### config.mk
export PLATFORM = sky130hd
export DESIGN_NAME = speed_tick_scheduler
export DESIGN_NICKNAME = d
export VERILOG_FILES = /design/src/rtl/speed_tick_scheduler.sv
export SDC_FILE = /design/constraint.sdc
export NUM_CORES = 1
export LEC_CHECK = 0
export ABC_AREA = 1
export BUFFER_PORTS_ARGS = -buffer_cell sky130_fd_sc_hd__buf_4
export CAP_MARGIN = 20
export CELL_PAD_IN_SITES_DETAIL_PLACEMENT = 2
export CELL_PAD_IN_SITES_GLOBAL_PLACEMENT = 2
export CORE_ASPECT_RATIO = 0.6
export CORE_MARGIN = 2
export CORE_UTILIZATION = 35
export CTS_CLUSTER_SIZE = 12
export DETAILED_ROUTE_END_ITERATION = 8
export GPL_TIMING_DRIVEN = 1
export PLACE_DENSITY = 0.91
export SLEW_MARGIN = 20
export SYNTH_ARGS = -nofsm -noshare
export SYNTH_HDL_FRONTEND = slang
export SYNTH_SLANG_ARGS = --single-unit
### constraint.sdc
create_clock -name iCLK -period 4.5 [get_ports iCLK]
set_input_delay 0.9 -clock iCLK [delete_from_list [all_inputs] [get_ports iCLK]]
set_output_delay 0.9 -clock iCLK [all_outputs]
set_load 0.05 [all_outputs]
### src/rtl/speed_tick_scheduler.sv
// speed_tick_scheduler
// Turns single-cycle faster/slower requests from the speed-key FSM into a
// saturating speed level, and emits a one-cycle oTICK whose period halves
// with each level (TC = BASE_DIV >> level).
// Optional feature: define SPEED_PAUSE_EN to add iPAUSE. While it is high the
// divider freezes and no ticks are issued. Level requests are still handled.
module speed_tick_scheduler #(
  parameter int LEVELS   = 8,
  parameter int BASE_DIV = 50_000_000,
  parameter int DEF_LVL  = 0,
  parameter int CNT_W    = 26,
  parameter int LVL_W    = 3
) (
  input  logic             iCLK,
  input  logic             iRST_n,
  input  logic             iENABLE,
  input  logic             iUP_DOWN,
`ifdef SPEED_PAUSE_EN
  input  logic             iPAUSE,
`endif
  output logic             oTICK,
  output logic [LVL_W-1:0] oLEVEL,
  output logic             oAT_MAX,
  output logic             oAT_MIN,
  output logic             oREJECT
);

  localparam logic [LVL_W-1:0] MAX_LVL = LVL_W'(LEVELS - 1);
  localparam logic [LVL_W-1:0] RST_LVL = LVL_W'(DEF_LVL);
  localparam logic [31:0]      BASE_W  = 32'(BASE_DIV);

  logic [LVL_W-1:0] lvl;
  logic [LVL_W-1:0] lvlNext;
  logic [CNT_W-1:0] cnt;
  logic [CNT_W-1:0] cntNext;
  logic [CNT_W-1:0] tcLast;
  logic [31:0]      tcFull;
  logic             tickQ;
  logic             tickNext;
  logic             rejectQ;
  logic             rejectNext;
  logic             atMax;
  logic             atMin;
  logic             atTc;
  logic             levelChange;
  logic             paused;

`ifdef SPEED_PAUSE_EN
  assign paused = iPAUSE;
`else
  assign paused = 1'b0;
`endif

  // State register: level, divider count and the two registered pulses.
  always_ff @(posedge iCLK) begin
    if (!iRST_n) begin
      lvl     <= RST_LVL;
      cnt     <= '0;
      tickQ   <= 1'b0;
      rejectQ <= 1'b0;
    end else begin
      lvl     <= lvlNext;
      cnt     <= cntNext;
      tickQ   <= tickNext;
      rejectQ <= rejectNext;
    end
  end

  // Next-state logic: saturating level steps and a divider that restarts on any level change.
  always_comb begin
    lvlNext     = lvl;
    levelChange = 1'b0;
    rejectNext  = 1'b0;
    tcFull      = BASE_W >> lvl;
    tcLast      = CNT_W'(tcFull - 32'd1);
    atTc        = (cnt == tcLast);

    if (iENABLE) begin
      if (iUP_DOWN) begin
        if (!atMax) begin
          lvlNext     = lvl + 1'b1;
          levelChange = 1'b1;
        end else begin
          rejectNext = 1'b1;
        end
      end else begin
        if (!atMin) begin
          lvlNext     = lvl - 1'b1;
          levelChange = 1'b1;
        end else begin
          rejectNext = 1'b1;
        end
      end
    end

    if (paused) begin
      tickNext = 1'b0;
      cntNext  = levelChange ? '0 : cnt;
    end else begin
      tickNext = atTc;
      if (levelChange || atTc) begin
        cntNext = '0;
      end else begin
        cntNext = cnt + 1'b1;
      end
    end
  end

  // Outputs: all decoded directly from registered state.
  always_comb begin
    atMax   = (lvl == MAX_LVL);
    atMin   = (lvl == '0);
    oLEVEL  = lvl;
    oAT_MAX = atMax;
    oAT_MIN = atMin;
    oTICK   = tickQ;
    oREJECT = rejectQ;
  end

endmodule
==> impl_metrics.csv <==
group,metric,value,unit
drt,vias,2602,
clocking,cts_buffer_depth,2,
floorplanning,core_region_area,6620,sq um
drt,ant_nets,0,
clocking,worstSkewPairLatency,0.28,ns
power,p_leak,0.00117,uW
synth,syn-instance-count,404,
floorplanning,io_pins,11,
drt,viasPerCell,5.20,
drt,drt_wl_total,10200,um
sta,hold_viol_final,0,
synth,ys_types,26,
synth,synth-seq-area-share,26.1,%
critical_path,critical-path-top-delay-family,"simple AND/OR/NAND/NOR gates",
clocking,tritoncts,"built",
cells_and_area,finalNonFillerCells,500,
drt,first_pass_iters,4,
sta,worst_slew_margin_rel,54.4,%
synth,syn_area,2380,sq um
sta,fin_ws,1.42,ns
floorplanning,dieHeight,67.9,um
critical_path,cp_cell_sequence,"nand2_2 -> nor2_4 -> inv_2 -> ha_1 -> nand4_1 -> nand2_1 -> nand2_1 -> nand2_1 -> nor2_1 -> nand2_1 -> nor2_1 -> nand2_1 -> nand2_4 -> nor2_1",
grt,grt_max_degree,27,
critical_path,worstPathRequired,4.66,ns
sta,fin_skew,0.00759,ns
drt,drt_iter0_drc,226,
sta,post-route-period-util,68.5,%
cells_and_area,area_growth,10.9,%
cells_and_area,multi_input_area,1470,sq um
clocking,cts_num_sinks,31,
floorplanning,start_util,36.0,%
clocking,cts_resized,0,
cells_and_area,drive_gt1_share,7.02,%
power,p_total,959,uW
run_status,status,"complete, no violations",
floorplanning,dieWidth,110,um
critical_path,endpoint_kind,"flop",
clocking,htreeDepth,2,
power,power.density,363,nW/um^2
critical_path,cp.buffers_inverters,1,
grt,grt_pass1_vias,2798,
synth,synth_area_leaders,"dfxtp_1 26%, nand2_1 19%, nor2_1 11%",
grt,grtUsageTotal,28.7,%
sta,slew_viol_final,0,
critical_path,crit_path_frequent_cell,"nand2_1",
cells_and_area,seqCellArea,621,sq um
synth,synth_edf_count,0,
synth,synth-seq-cells,31,
job,drv_cap,0,
sta,tightest_slew,0.682,ns
synth,yosysWarnings,0,
synth,synthTopCellsByCount,"121 x nand2_1, 69 x nor2_1, 56 x inv_1",
power,irDropWorstVdd,0.137,mV
grt,grt_overflow,0,
clocking,clock-root-buffer,"clkbuf_16",
critical_path,worst-path-max-fanout,26,
critical_path,slowest_stage,"dfxtp_1",
synth,yosys.area.top_type_share,26.1,%
critical_path,cp-start-kind,"flop",
synth,ys.flop_type,"dfxtp_1",
synth,yosys.area.top_type,"dfxtp_1",
clocking,cts_inserted_buffers,5,
critical_path,cpPeakStageDelay,0.75,ns
synth,synthesis.nets,411,
sta,fin_setup_tns,0,ns
grt,grt_first_pass_wirelength,16300,um
cells_and_area,fillerInstances,859,
critical_path,crit_arrival,3.24,ns
drt,wl_per_cell,20.3,um
floorplanning,std_cell_rows,23,
clocking,clkTransAtPathRegs,0.06,ns
synth,yosysMostFrequentCell,"nand2_1",
cells_and_area,layout.nets,420,
drt,drc,0,
grt,antenna_found_initial,0,
hold_path,worstHoldPathType,"reg -> reg",
cells_and_area,utilization,39.9,%
sta,max_freq,325,MHz
floorplanning,dieArea,7500,sq um
placed_design,portBuffers,10,
clocking,ctsHoldBuffers,0,
synth,ys_async_sr_fraction,0,%
placed_design,place_congestion,0.941,
placed_design,place_ws,1.48,ns
cells_and_area,n_antenna_cell,0,
placed_design,place_inst,493,
critical_path,crit_type,"reg -> reg",
sta,fin_crit,3.08,ns
sta,setup_violations,0,
sta,rsz0062_at_grt,"no",
clocking,post-cts-setup-buffers,0,
placed_design,place_hpwl,8230,um
synth,post_synth.cell_area_avg,5.89,sq um
[placed cells by master (no fill, tap or decap), drive strengths merged]
cell and n:
nand4 7, fa 1, xor2 24, nand3 38
a21oi 6, nand2 125, inv 60, ha 2
nor4 1, dfxtp 31, or2 1, xnor2 3
nor2 71, buf 10, o21ai 12, clkbuf 6
clkinv 1, o21bai 1, nand3b 2, nor3 11
[flip-flops by register name (all words and copies together) (netlist names)]
register and cells:
oTICK 1, oREJECT 1, cnt 26, oLEVEL 3
[worst paths after layout]
kind,cells after the start,end,from,slack (ns)
max reg2reg,14,cnt[25],oLEVEL[2],1.42
min reg2reg,1,cnt[0],cnt[0],0.53
min,1,cnt[0],cnt[0],0.53
max,14,cnt[25],oLEVEL[2],1.42
[stage by stage]
| stage | area [sq um] | hold slack, ns |
|---|---|---|
| 6_report | 2640 | 0.527 |
| 5_1_grt | 2640 | 0.544 |
| 4_1_cts | 2640 | 0.525 |
| 3_5_place_dp | 2500 | 0.513 |
| 3_3_place_gp | 2500 | 0.485 |
| 2_1_floorplan | 2380 | 0.441 |
[worst register-to-register path, delay by kind of cell, from the launching register on]
family	cells	cell delay, ns
buffers and inverters	1	0.07
AND/OR/NAND/NOR	12	1.85
adder cells (fa/ha/maj)	1	0.30
flip-flops	1	0.75
[layer usage]
layer	routed length [um]	global-route usage (%)	vias to the layer above
met2	4460	46.5	44
met1	5120	41.3	1295
met5	0	0	-
met4	63	4.84	0
li1	-	-	1258
met3	535	4.61	5
[cells by family (layout without fill, tap and decap cells)]
kind of cell	Yosys count	in the layout	synth area share, %
adder cells (fa/ha/maj)	3	3	1.89
flip-flops	31	31	26.1
AND/OR/NAND/NOR	256	256	45.7
buffers and inverters	68	77	12.3
XOR/XNOR	27	27	9.94
AO/OA/AOI/OAI	19	19	4.10
[report_power, final]
| part | switching (uW) | internal, uW | leakage [uW] |
|---|---|---|---|
| Combinational | 227 | 77.6 | 0.000848 |
| Sequential | 27.0 | 283 | 0.000251 |
| Clock | 128 | 216 | 0.0000727 |
[area by class of cell]
class                           instances  area share, %
Inverter                               60           8.53
Clock inverter                          1          0.190
Sequential cell                        31           23.5
Multi-Input combinational cell        305           55.5
Timing Repair Buffer                   10           2.84
Clock buffer                            6           5.26
Tap cell                               87           4.12
Power figures use the tool's default switching activity.
